### src/rtl/alu_seq_pkg.sv
// Shared opcode and FSM state definitions for the sequential ALU.
package alu_seq_pkg;

    typedef enum logic [3:0] {
        OP_ADD = 4'd0,
        OP_SUB = 4'd1,
        OP_AND = 4'd2,
        OP_OR  = 4'd3,
        OP_XOR = 4'd4,
        OP_LSH = 4'd5,
        OP_RSH = 4'd6,
        OP_SEQ = 4'd7,
        OP_SLT = 4'd8,
        OP_MUL = 4'd9
    } op_mne;

    typedef enum logic [1:0] {
        IDLE,
        BUSY,
        DONE
    } alu_seq_state_t;

endpackage

### src/rtl/alu_seq_core.sv
// Combinational single-cycle datapath; shifts pass A through (k=0 case),
// MUL and undefined opcodes yield zero.
module alu_seq_core
    import alu_seq_pkg::*;
#(
    parameter int W   = 8,
    parameter int Ops = 4
) (
    input  logic [W-1:0]   A,
    input  logic [W-1:0]   B,
    input  logic [Ops-1:0] OP,
    input  logic           SC_in,
    output logic [W-1:0]   result,
    output logic           carry
);

    localparam logic [Ops-1:0] C_ADD = Ops'(OP_ADD);
    localparam logic [Ops-1:0] C_SUB = Ops'(OP_SUB);
    localparam logic [Ops-1:0] C_AND = Ops'(OP_AND);
    localparam logic [Ops-1:0] C_OR  = Ops'(OP_OR);
    localparam logic [Ops-1:0] C_XOR = Ops'(OP_XOR);
    localparam logic [Ops-1:0] C_LSH = Ops'(OP_LSH);
    localparam logic [Ops-1:0] C_RSH = Ops'(OP_RSH);
    localparam logic [Ops-1:0] C_SEQ = Ops'(OP_SEQ);
    localparam logic [Ops-1:0] C_SLT = Ops'(OP_SLT);

    logic [W:0] w_sum;
    logic [W:0] w_diff;

    assign w_sum  = {1'b0, A} + {1'b0, B}  + {{W{1'b0}}, SC_in};
    assign w_diff = {1'b0, A} + {1'b0, ~B} + {{W{1'b0}}, 1'b1};

    always_comb begin
        result = '0;
        carry  = 1'b0;
        case (OP)
            C_ADD: begin
                result = w_sum[W-1:0];
                carry  = w_sum[W];
            end
            C_SUB: begin
                result = w_diff[W-1:0];
                carry  = w_diff[W];
            end
            C_AND:        result = A & B;
            C_OR:         result = A | B;
            C_XOR:        result = {{(W-1){1'b0}}, ^B};
            C_LSH, C_RSH: result = A;
            C_SEQ:        result = {{(W-1){1'b0}}, (A == B)};
            C_SLT:        result = {{(W-1){1'b0}}, (A < B)};
            default:      result = '0;
        endcase
    end

endmodule

### src/rtl/alu_seq.sv
// Sequential ALU with valid/ready handshake; iterative shifts and an optional
// shift-add multiplier enabled by the ALU_SEQ_MUL_EN macro.
module alu_seq
    import alu_seq_pkg::*;
#(
    parameter int W   = 8,
    parameter int Ops = 4
) (
    input  logic           Clk,
    input  logic           Reset_n,
    input  logic           InValid,
    output logic           InReady,
    input  logic [W-1:0]   InputA,
    input  logic [W-1:0]   InputB,
    input  logic [Ops-1:0] OP,
    input  logic           SC_in,
    output logic           OutValid,
    input  logic           OutReady,
    output logic [W-1:0]   Out,
    output logic           Zero,
    output logic           Carry
);

    localparam int CW = $clog2(W + 1);
    localparam logic [Ops-1:0] C_LSH = Ops'(OP_LSH);
    localparam logic [Ops-1:0] C_RSH = Ops'(OP_RSH);
`ifdef ALU_SEQ_MUL_EN
    localparam logic [Ops-1:0] C_MUL = Ops'(OP_MUL);
`endif

    alu_seq_state_t r_state, w_state_nxt;

    logic           r_init;
    logic [Ops-1:0] r_op;
    logic [W-1:0]   r_acc;
    logic [CW-1:0]  r_cnt;
    logic [W-1:0]   r_out;
    logic           r_zero;
    logic           r_carry;

    logic [W-1:0]   w_core_res;
    logic           w_core_carry;
    logic           w_accept;
    logic           w_shift_go;
    logic           w_mul_go;
    logic           w_iter_go;
    logic           w_last;
    logic [W-1:0]   w_step_acc;
    logic           w_step_co;

`ifdef ALU_SEQ_MUL_EN
    logic [W-1:0]   r_a;
    logic [W-1:0]   r_hi;
    logic [W:0]     w_mul_sum;
    logic [W-1:0]   w_step_hi;
`endif

    alu_seq_core #(
        .W   (W),
        .Ops (Ops)
    ) u_core (
        .A      (InputA),
        .B      (InputB),
        .OP     (OP),
        .SC_in  (SC_in),
        .result (w_core_res),
        .carry  (w_core_carry)
    );

    assign w_accept   = InValid && InReady;
    assign w_shift_go = ((OP == C_LSH) || (OP == C_RSH)) && (InputB != '0);
`ifdef ALU_SEQ_MUL_EN
    assign w_mul_go   = (OP == C_MUL);
`else
    assign w_mul_go   = 1'b0;
`endif
    assign w_iter_go  = w_shift_go || w_mul_go;
    assign w_last     = (r_cnt == CW'(1));

    assign Out   = r_out;
    assign Zero  = r_zero;
    assign Carry = r_carry;

    always_ff @(posedge Clk or negedge Reset_n) begin
        if (!Reset_n) r_state <= IDLE;
        else          r_state <= w_state_nxt;
    end

    // InReady stays low until the first edge after reset release.
    always_comb begin
        w_state_nxt = r_state;
        InReady     = 1'b0;
        OutValid    = 1'b0;
        case (r_state)
            IDLE: begin
                InReady = r_init;
                if (InValid && r_init) w_state_nxt = w_iter_go ? BUSY : DONE;
            end
            BUSY: if (w_last) w_state_nxt = DONE;
            DONE: begin
                OutValid = 1'b1;
                if (OutReady) w_state_nxt = IDLE;
            end
            default: w_state_nxt = IDLE;
        endcase
    end

    always_comb begin
        w_step_acc = r_acc;
        w_step_co  = 1'b0;
`ifdef ALU_SEQ_MUL_EN
        w_mul_sum  = '0;
        w_step_hi  = r_hi;
`endif
        if (r_op == C_LSH) begin
            w_step_acc = {r_acc[W-2:0], 1'b0};
            w_step_co  = r_acc[W-1];
        end else if (r_op == C_RSH) begin
            w_step_acc = {1'b0, r_acc[W-1:1]};
            w_step_co  = r_acc[0];
`ifdef ALU_SEQ_MUL_EN
        end else begin
            // {hi,lo} holds the partial product; lo starts as the multiplier.
            w_mul_sum  = {1'b0, r_hi} + (r_acc[0] ? {1'b0, r_a} : '0);
            {w_step_hi, w_step_acc} = {w_mul_sum, r_acc[W-1:1]};
            w_step_co  = |w_step_hi;
`endif
        end
    end

    always_ff @(posedge Clk or negedge Reset_n) begin
        if (!Reset_n) begin
            r_init  <= 1'b0;
            r_op    <= '0;
            r_acc   <= '0;
            r_cnt   <= '0;
            r_out   <= '0;
            r_zero  <= 1'b0;
            r_carry <= 1'b0;
`ifdef ALU_SEQ_MUL_EN
            r_a     <= '0;
            r_hi    <= '0;
`endif
        end else begin
            r_init <= 1'b1;
            if (w_accept) begin
                r_op    <= OP;
                r_acc   <= InputA;
                r_out   <= w_core_res;
                r_zero  <= (w_core_res == '0);
                r_carry <= w_core_carry;
                if (w_shift_go)
                    r_cnt <= (InputB >= W'(W)) ? CW'(W) : CW'(InputB);
`ifdef ALU_SEQ_MUL_EN
                if (w_mul_go) begin
                    r_acc <= InputB;
                    r_a   <= InputA;
                    r_hi  <= '0;
                    r_cnt <= CW'(W);
                end
`endif
            end else if (r_state == BUSY) begin
                r_acc <= w_step_acc;
                r_cnt <= r_cnt - CW'(1);
`ifdef ALU_SEQ_MUL_EN
                r_hi  <= w_step_hi;
`endif
                if (w_last) begin
                    r_out   <= w_step_acc;
                    r_zero  <= (w_step_acc == '0);
                    r_carry <= w_step_co;
                end
            end
        end
    end

endmodule

### config.mk
export PLATFORM = sky130hd
export DESIGN_NAME = alu_seq
export DESIGN_NICKNAME = d
export VERILOG_FILES = /design/src/rtl/alu_seq_pkg.sv /design/src/rtl/alu_seq_core.sv /design/src/rtl/alu_seq.sv
export SDC_FILE = /design/constraint.sdc
export NUM_CORES = 1
export LEC_CHECK = 0
export CAP_MARGIN = 20
export CORE_UTILIZATION = 62
export DETAILED_ROUTE_END_ITERATION = 7
export PLACE_DENSITY = 0.86
export SLEW_MARGIN = 25
export SYNTH_ARGS = -nofsm -noshare
export SYNTH_HDL_FRONTEND = slang
export SYNTH_SLANG_ARGS = --single-unit
### constraint.sdc
create_clock -name Clk -period 4.2 [get_ports Clk]
set_input_delay 0.84 -clock Clk [delete_from_list [all_inputs] [get_ports Clk]]
set_output_delay 0.84 -clock Clk [all_outputs]
set_load 0.02 [all_outputs]
* Yosys cells after proc, flatten, opt, wreduce, memory -nomap -nowiden
Cells that the tools add are included.
** Word-level totals
- Input bits :: 25
- Word-level logic and storage cells :: 80
- Flip-flop bits (word level) :: 29
- Output and inout bits :: 12
** Operators by class
- Equal/unequal tests :: 18
- Bitwise gates (word level) :: 3
- Mux-type cells :: 28
- $add $sub $neg :: 5
- Reductions and logical operators :: 16
- Order comparisons :: 2
** Operators by type and width (number)
- case mux 8 bit (8 select lines) :: 1
- 2-to-1 mux 8 bit :: 7
- equality test 4 x 3 -> 1 bit (second input constant) :: 6
- adder 8 x 8 -> 9 bit :: 2
- logical NOT 8 bit :: 2
- 2-to-1 mux 4 bit :: 4
- 2-to-1 mux 1 bit :: 10
- adder 9 x 1 -> 9 bit :: 1
- adder 9 x 1 -> 9 bit (second input constant) :: 1
- AND 8 bit :: 1
- equality test 4 x 1 -> 1 bit (second input constant) :: 2
- equality test 4 x 2 -> 1 bit (second input constant) :: 2
- equality test 8 bit :: 1
- greater-or-equal comparator 8 x 4 -> 1 bit (second input constant) :: 1
- < comparator 8 bit :: 1
- 2-to-1 mux 2 bit :: 4
- NOT 8 bit :: 1
- OR 8 bit :: 1
- nonzero test 8 bit :: 1
- parity 8 bit :: 1
- != test 2 bit (second input constant) :: 3
- case mux 2 bit (3 select lines) :: 1
- equality test 4 bit (second input constant) :: 1
- logical NOT 4 bit :: 1
- 12 further kinds :: 16

* Longest topological paths before layout
Gate-level depths: netlist (run 1).
- Word-level depth :: 7
- Mapped depth :: 11
- Depth with buffers taken out :: 11

* Hierarchy
A second synthesis (run 1) with hierarchy kept.
** Second synthesis, totals
- Cell total of the unflattened synthesis :: 408
- Area total of the unflattened synthesis :: 3176.8 µm²
** Modules (own cells, without submodules)
- alu_seq :: times used 1, seq. area each 725.7 µm², cells an instance 233, area each 1854.3 µm²
- alu_seq_core :: times used 1, seq. area each 0.0 µm², cells an instance 175, area each 1322.5 µm²

* Worst setup path after synthesis (run 1)
OpenSTA, ideal clock, no wires.
- Path kind :: input to register
- Start :: input InputA[0]
- End :: register r_zero, in the netlist Zero
- Data required time :: 4120 ps
- Data arrival time :: 2671 ps
- Path buffers :: 0
- Library setup time :: 80 ps
- Stages on the path :: 11
- Setup slack :: 1449 ps
- Path through :: inv_1 -> ha_1 -> inv_1 -> fa_1 -> xor2_1 -> nor2_1 -> nor4_1 -> o211ai_1 -> nor4_1 -> nand4_2 -> o211ai_2
** Between the ends
- Longest elaborated chain between the ends :: 5
- Elaborated cells on any way between the ends :: 11
- Those cells by class :: add/sub (4); order compare (1); eq/ne (1); mux (2); bitwise (2); reduce/logical (1)
** Ends and longest elaborated chain
- start, declared :: line alu_seq.sv:13 : input logic [W-1:0] InputA,
- adder 8 x 8 -> 9 bit (on tied branches) :: line alu_seq_core.sv:31, alu_seq_core.sv:30
- adder 9 x 1 -> 9 bit (on tied branches) :: line alu_seq_core.sv:31, alu_seq_core.sv:30
- case mux 8 bit (8 select lines) * :: line alu_seq_core.sv:36 : case (OP)
- logical NOT 8 bit * :: line alu_seq.sv:150 : r_zero <= (w_core_res == '0);
- 2-to-1 mux 1 bit * :: line alu_seq.sv:146 : if (w_accept) begin
- end signal, assigned :: line alu_seq.sv:150
- end signal, assigned :: line alu_seq.sv:170 : r_zero <= (w_step_acc == '0);
- end, declared :: line alu_seq.sv:38 : logic r_zero;
Every way passes the cells marked *; elsewhere a longest branch is shown, timed or not.
A chain may end at the register's enable or synchronous reset.

* Final worst setup path (run 1)
Same ends and word-level chain as after synthesis.

==> impl_metrics.ini, run 1 <==
[worst_setup_path]
path_class = in2reg
worst-path-max-fanout = 5
worst_setup_path_end_kind = register
cp_slowest_cell = clkdlybuf4s50_1
crit_start = InputA[0]
max_stage_delay_ns = 0.65
regToRegSetupSlack_ns = 1.85
startpoint_type = primary input
cp.required_ns = 4.40
r2r_end = Out[7]$_DFFE_PN0P_
worstPathCellList = clkdlybuf4s50_1, fa_1, inv_1, fa_1, nor2b_1, nor3_1, nor4_1, o211ai_1, nor4_1, nand4_2, o211ai_2
worst_ep_arrival_time_ns = 3.69
r2r.worst_path.cells = 7
crit-reg2reg-launch = r_op[0]$_DFFE_PN0P_

[place]
dp_slack_ns = 0.495
dpl.hpwl_mm = 7.11
gp_congestion = 0.958
place_inst = 502
dpl_cell_area_um2 = 3590
port-buffer-count = 36

[sta]
final.min_clock_period_ns = 3.49
slew_viol_final = 0
slew_headroom = 0.589
tns_ns = 0
rsz0062_at_grt = false
finalCritPeriodShare = 0.832
holdWs_ns = 0.510
worstMarginPinSlew_ns = 0.615
fin_skew_ns = 0.00652
setup_viol = 0
hold_viol = 0
fmax_ghz = 0.286
setup_ws_ns = 0.707

[detailed_routing]
dr.first_iter.drc_count = 346
final_antenna_net_count = 0
avgViaCountPerCell = 6.73
drt_pass1_iterations = 6
num_vias = 3431
wl_mm = 9.20
wl_per_cell_um = 18.0
drcViolationCount = 0

[clock_network]
clk_latency_ns = 0.28
path_clk_slew_ns = 0.06
cts_max_path_buffers = 2
cts_tree = done
htree_num_levels = 2
cts_resized = 0
cts_setup_buffers = 0
root_buffer = clkbuf_8
hold_buffers = 0
clock-sinks = 29
cts_buffers = 5

[power]
powerDensity_nw_per_um2 = 488
leakage_nw = 1.57
p_int_mw = 0.940
comb_power_share = 0.544
irDropWorstVdd_mv = 0.266
power_frac_seq = 0.333
power_switching_mw = 0.850
switching_share = 0.475
pwr-share-clk = 0.124
total_power_mw = 1.79

[final_layout]
fillers = 382
fin_cells = 510
postLayoutCoreUtil = 0.757
final_nets = 505
area_growth_pct = 14.7
antennaDiodeCount = 0
final-seq-area_um2 = 726
drive_gt1_frac = 0.0497
stdcell_area_um2 = 3670
multi_input_area_um2 = 2270

[logic_synthesis]
yosys.area_share.adder = 0.156
syn_inst = 415
synthTopCellsByArea = dfrtp_1 23%, ha_1 14%, o21ai_0 5.8%
ys_async_sr_fraction = 1.00
synthXorXnorAreaFrac = 0.0246
yosys.area_share.simple = 0.230
synth.area.mux_share = 0.00626
ys_ff_latch = 29
synth_edf_count = 0
synthesis.area_um2 = 3200
synth_top_family_by_area = compound AO/OA/AOI/OAI gates
avgSynthCellArea_um2 = 7.71
ys.flop_type = dfrtp_1
synth_seq_area_share = 0.227
synth_top_area_cell = dfrtp_1
yosysUniqueCellTypes = 71
synth_top_area_share = 0.227
yosysMostFrequentCell = nor2_1
ys_warn_count = 0
syn_nets = 478
synth_compound_area_frac = 0.292
synth_common_cells = 38 x nor2_1, 37 x o21ai_0, 35 x ha_1, 34 x nand2_1

[run]
drv_cap = 0

[floorplan]
initial_core_util = 0.660
die_h_um = 73.8
num_rows = 25
num_io_pins = 37
core_area_um2 = 4850
dieArea_um2 = 5450
dieWidth_um = 73.8

[global_route]
grt_overflow = 0
grt_start_max_net_pins = 30
grt_pass1_wl_mm = 15.0
grt_pass1_vias = 3131
grt_usage = 0.358
antenna_found_initial = 0

[min_path]
hold_path.class = reg2reg
hold_path_startpoint = Out[5]$_DFFE_PN0P_
hold_end = Out[5]$_DFFE_PN0P_
hold_depth = 2

[status]
status = finished clean
flip-flops by register name, summed over array words and instances, names as in the netlist:
signal   count
Out          8
r_acc        8
r_cnt        4
r_op         4
r_state      2
Carry        1
Zero         1
r_init       1
worst max-delay path by stage:
| stage | endpoint | slack [ns] | cells past startpoint |
|---|---|---|---|
| floorplan | Zero$_DFFE_PN0P_ | 1.45 | 11 |
| global placement | Zero$_DFFE_PN0P_ | 0.59 | 11 |
| detailed placement | Zero$_DFFE_PN0P_ | 0.49 | 11 |
| CTS | Zero$_DFFE_PN0P_ | 0.77 | 11 |
| global route | Zero$_DFFE_PN0P_ | 0.47 | 11 |
| finish | Zero$_DFFE_PN0P_ | 0.71 | 11 |
layer usage:
layer / GRT usage / part of all wire
met1: 0.465 / 0.41
met2: 0.592 / 0.48
met3: 0.0425 / 0.076
met4: 0.167 / 0.034
met5: 0 / 0
power groups by stage:
stage | combinational [mW] | sequential, mW | clock [mW]
detailed placement | 0.955 | 0.590 | 0
finish | 0.973 | 0.595 | 0.221
CTS | 0.961 | 0.586 | 0.219
global route | 1.08 | 0.610 | 0.231
floorplan | 0.660 | 0.554 | 0
global placement | 0.933 | 0.580 | 0
worst max-delay path: cells and delay by family:
family | cells | cell delay [ns]
buffers and inverters | 2 | 0.73
adder cells (fa/ha/maj) | 2 | 0.67
AO/OA/AOI/OAI | 2 | 0.25
AND/OR/NAND/NOR | 5 | 1.20
final cells by class:
cell class / instances / area share
clock buffer: 8 / 0.0218
inverter: 30 / 0.0307
multi-input combinational: 335 / 0.618
sequential: 29 / 0.198
tap: 67 / 0.0229
timing repair buffer: 41 / 0.108
cell families (layout without fill, tap and decap cells):
group	after synthesis	after routing
AOI/OAI and AO/OA	141	141
xor gates and xnor gates	9	9
adders and majority gates	38	38
buffers and inverters	51	79
DFF	29	29
muxes	2	2
other	1	1
and+or+nand+nor	144	144
layout by cell type (no fill, tap or decap), drive strengths merged, types with 3 or more instances in the layout:
cell type,count
nor2,39
o21ai,39
clkdlybuf4s50,36
ha,35
nand2,34
a21oi,30
dfrtp,29
inv,29
nor3,16
a211oi,11
nand2b,10
nor2b,9
a22oi,9
clkbuf,8
nand3,7
xnor2,7
o221ai,6
a31oi,5
buf,5
o211ai,5
and3,4
a221oi,4
o22ai,4
or3,4
and2,3
o21a,3
nor4,3
fa,3
nand4,3
(Power assumes the default switching activity.)
==> inputs of run 2 (changes only) <==
- CORE_UTILIZATION: 62 -> 52
- PLACE_DENSITY: 0.86 -> 0.77
- clock period: 4.2 -> 3 ns (I/O delays scaled with it)
==> run 2 against run 1 <==
Count of clock-buffer cells in the layout shrank 3. Sequential cell count is the same. Final cell count grew 12%. Highest routed layer unchanged. Die area grew 19%. Via count grew 4.4%. Wire length grew 9.3%. Sequential share of layout area shrank 2.2 points. Register-to-register slack lost 1.3 ns. Clock skew shrank 0.0017 ns.
==> impl_metrics.ini, run 2 (synthesized netlist as in run 1, its figures left out) <==
[sta]
finalCritPeriodShare = 0.982
hold_viol = 0
setup_viol = 0
setup_ws_ns = 0.0546
tns_ns = 0
final.min_clock_period_ns = 2.95
slew_headroom = 0.572
fmax_ghz = 0.340
fin_skew_ns = 0.00481
slew_viol_final = 0
worstMarginPinSlew_ns = 0.639

[clock_network]
path_clk_slew_ns = 0.06
cts_tree = done
clock-sinks = 29
clk_latency_ns = 0.28
cts_max_path_buffers = 2
cts_buffers = 5
root_buffer = clkbuf_8
htree_num_levels = 2

[power]
irDropWorstVdd_mv = 0.425
comb_power_share = 0.564
total_power_mw = 2.59
powerDensity_nw_per_um2 = 628
power_switching_mw = 1.23
p_int_mw = 1.37
switching_share = 0.473
power_frac_seq = 0.321
pwr-share-clk = 0.115
leakage_nw = 1.87

[final_layout]
fillers = 511
stdcell_area_um2 = 4130
postLayoutCoreUtil = 0.697
area_growth_pct = 29.0
final_nets = 561
layout_commonest_cell = buf_4
drive_gt1_frac = 0.167
mostFrequentLayoutCells = 60 x buf_4, 38 x nor2_1, 37 x o21ai_0
antennaDiodeCount = 0

[worst_setup_path]
cp_slowest_cell = clkdlybuf4s50_1
worst_ep_arrival_time_ns = 3.15
worst_setup_path_end_kind = register
crit_top_cell = fa_1
crit_buf_inv = 3
max_stage_delay_ns = 0.53
worstPathCellList = clkdlybuf4s50_1, fa_1, inv_1, fa_1, nor2b_2, o31a_1, buf_4, mux2i_1, o211ai_1, nor4_2, nand4_2, o211ai_2
cp.required_ns = 3.20
path_class = in2reg
worst-path-max-fanout = 3
startpoint_type = primary input
cp_top_family = buffers and inverters

[floorplan]
dieWidth_um = 80.4
num_io_pins = 37
dieArea_um2 = 6470
core_area_um2 = 5920
die_h_um = 80.4
num_rows = 28
initial_core_util = 0.540

[detailed_routing]
dr.first_iter.drc_count = 354
drt_pass1_iterations = 5
wl_per_cell_um = 17.6
wl_mm = 10.1
final_antenna_net_count = 0
avgViaCountPerCell = 6.26
num_vias = 3581
drcViolationCount = 0

[place]
port-buffer-count = 36
dpl_cell_area_um2 = 4020
dpl.hpwl_mm = 7.98
gp_congestion = 0.963
dp_slack_ns = -0.434

[min_path]
hold_path.class = reg2reg

[global_route]
antenna_found_initial = 0
grt_pass1_vias = 3299
grt_start_max_net_pins = 30
grt_usage = 0.323
grt_pass1_wl_mm = 15.9
grt_overflow = 0

[run]
drv_cap = 0

[status]
status = finished clean
[run 2: routing by layer]
layer	up-vias	part of all wire	track usage
li1	1673	-	-
met2	204	0.48	0.536
met5	-	0	0
met3	29	0.077	0.0534
met4	0	0.029	0.141
met1	1675	0.42	0.409
[run 2: final cells by class]
cell class	instances	area [um2]	share of cell area
multi-input cells	335	2290	0.555
repair buffers	97	832	0.202
flip-flops and latches	29	726	0.176
inverters	30	113	0.0273
well taps	75	93.8	0.0227
clock buffers	5	68.8	0.0167
clock inverters	1	5.00	0.00121
[run 2: per-stage QoR]
step                hold WS, ns  cells
detailed placement        0.491    565
CTS                       0.500    571
global placement          0.478    565
finish                    0.491    572
floorplan                 0.304    415
global route              0.532    572
[run 2: timing repair]
item,in CTS,in global routing
gates resized for setup,3,3
endpoints found under the hold margin,0,0
hold buffers,0,0
setup buffers,0,1
pin swaps,0,2
endpoints found under the setup margin,1,1
[run 2: worst paths after layout]
check | startpoint | end | slack (ns) | depth (start not counted)
setup / recovery | SC_in | Zero$_DFFE_PN0P_ | 0.05 | 12
hold / removal | Out[5]$_DFFE_PN0P_ | Out[5]$_DFFE_PN0P_ | 0.49 | 2
setup reg to reg | r_op[0]$_DFFE_PN0P_ | Out[7]$_DFFE_PN0P_ | 0.59 | 7
hold reg to reg | Out[5]$_DFFE_PN0P_ | Out[5]$_DFFE_PN0P_ | 0.49 | 2
max in group asynchronous | Reset_n | r_op[0]$_DFFE_PN0P_ | 2.03 | 2
min in group asynchronous | Reset_n | r_init$_DFF_PN0_ | 0.70 | 2
[run 2: worst register-to-register path: cells and delay by family, from the launching register on]
| family | cells | cell delay, ns |
|---|---|---|
| AOI/OAI and AO/OA | 4 | 0.86 |
| and+or+nand+nor | 2 | 0.40 |
| buffers and inverters | 1 | 0.43 |
| DFF | 1 | 0.65 |
[run 2: power by group through the flow]
stage,Sequential (mW),Combinational (mW),Clock [mW]
global placement,0.819,1.40,0
floorplan,0.776,0.924,0
finish,0.832,1.46,0.298
CTS,0.819,1.44,0.302
detailed placement,0.826,1.43,0
global route,0.853,1.61,0.319
==> inputs of run 3 (changes only) <==
- CORE_UTILIZATION: 52 -> 59
- DONT_BUFFER_PORTS: not set -> 1
==> run 3 against run 2 <==
Via count down 10%. Total power down 9.8%. Die area down 12%. Clock power up 20%. Clock skew up 0.0032 ns. Global-route usage down 1.8 points. Hold slack worse by 0.48 ns. Sequential cell count unchanged. Critical path type unchanged. Critical endpoint unchanged.
==> impl_metrics.ini, run 3 (synthesized netlist as in run 1, its figures left out) <==
[final_layout]
postLayoutCoreUtil = 0.642
antennaDiodeCount = 0
stdcell_area_um2 = 3320
mostFrequentLayoutCells = 38 x nor2_1, 37 x o21ai_0, 35 x ha_1
drive_gt1_frac = 0.0543
layout_commonest_cell = nor2_1
area_growth_pct = 3.79
final_nets = 467

[place]
dpl.hpwl_mm = 6.62
gp_congestion = 1.07
port-buffer-count = 0
dpl_cell_area_um2 = 3210

[floorplan]
dieArea_um2 = 5720
dieWidth_um = 75.6
num_io_pins = 37
die_h_um = 75.6
num_rows = 26
initial_core_util = 0.619
core_area_um2 = 5170

[clock_network]
root_buffer = clkbuf_8
path_clk_slew_ns = 0.06
clk_latency_ns = 0.28
clock-sinks = 29
cts_max_path_buffers = 2
cts_buffers = 5
cts_resized = 0
htree_num_levels = 2
cts_tree = done

[global_route]
grt_pass1_wl_mm = 13.0
antenna_found_initial = 0
grt_overflow = 0
grt_pass1_vias = 2641
grt_start_max_net_pins = 30
grt_usage = 0.305

[power]
leakage_nw = 1.44
powerDensity_nw_per_um2 = 704
total_power_mw = 2.34
irDropWorstVdd_mv = 0.368

[sta]
setup_viol = 0
rsz0062_at_grt = false
tns_ns = 0
final.min_clock_period_ns = 2.49
hold_viol = 0
fin_skew_ns = 0.00796
slew_headroom = 0.603
finalCritPeriodShare = 0.830
slew_viol_final = 0
worstMarginPinSlew_ns = 0.594
fmax_ghz = 0.402

[worst_setup_path]
r2r.worst_path.cells = 7
path_class = in2reg
worst_setup_path_end_kind = register
regToRegSetupSlack_ns = 0.65
startpoint_type = primary input
r2r_end = Out[7]$_DFFE_PN0P_
cp.required_ns = 3.20
crit-reg2reg-launch = r_op[0]$_DFFE_PN0P_
worst-path-max-fanout = 5
worst_ep_arrival_time_ns = 2.69

[detailed_routing]
drcViolationCount = 0
wl_per_cell_um = 18.5
avgViaCountPerCell = 6.75
final_antenna_net_count = 0
num_vias = 3205
wl_mm = 8.80
drt_pass1_iterations = 5
dr.first_iter.drc_count = 408

[run]
drv_cap = 0

[status]
status = finished clean

[min_path]
hold_path.class = in2async
[run 3: metal layers]
| layer | vias to the layer above | global-route usage | wire length [um] |
|---|---|---|---|
| li1 | 1491 | - | - |
| met1 | 1505 | 0.409 | 3660 |
| met2 | 185 | 0.504 | 4170 |
| met3 | 24 | 0.0397 | 731 |
| met4 | 0 | 0.109 | 233 |
| met5 | - | 0 | 0 |
[run 3: where the power goes]
part | total, mW | internal, mW | switching [mW]
clock | 0.358 | 0.207 | 0.151
combinational | 1.07 | 0.437 | 0.633
sequential | 0.910 | 0.565 | 0.345
[run 3: stage by stage]
stage               hold slack [ns]  setup WS (ns)  cells
detailed placement            0.305          0.279    466
finish                       0.0121          0.509    475
global placement              0.305          0.318    466
global route                0.00459          0.317    475
floorplan                     0.304          0.489    415
CTS                         0.00497          0.554    474
[run 3: critical path, stage by stage]
cell and delay, ns:
inv_1 0.06, ha_1 0.17, inv_1 0.06, fa_1 0.41, xor2_1 0.16, nor2_1 0.05
nor4_1 0.41, o211ai_1 0.17, nor4_1 0.37, nand4_2 0.15, o211ai_2 0.09
[run 3: what timing repair did]
action / CTS / global route
hold endpoints to repair: 0 / 7
hold buffers: 0 / 1
buffers inserted: 0 / 0
[run 3: final cells by class]
cell class,instances,area [um2]
multi-input combinational,335,2270
fill,468,1850
sequential,29,726
inverter,30,113
clock buffer,7,96.3
tap,70,87.6
timing repair buffer,3,25.0
clock inverter,1,5.00
[run 3: worst max path at each step]
stage	depth (start not counted)	end	startpoint	slack (ns)
final	11	Zero$_DFFE_PN0P_	InputA[0]	0.51
after global routing	11	Zero$_DFFE_PN0P_	InputA[0]	0.32
after detailed placement	11	Zero$_DFFE_PN0P_	InputA[0]	0.28
after global placement	11	Zero$_DFFE_PN0P_	InputA[0]	0.32
after floorplan	11	Zero$_DFFE_PN0P_	InputA[0]	0.49
after CTS	11	Zero$_DFFE_PN0P_	InputA[0]	0.55
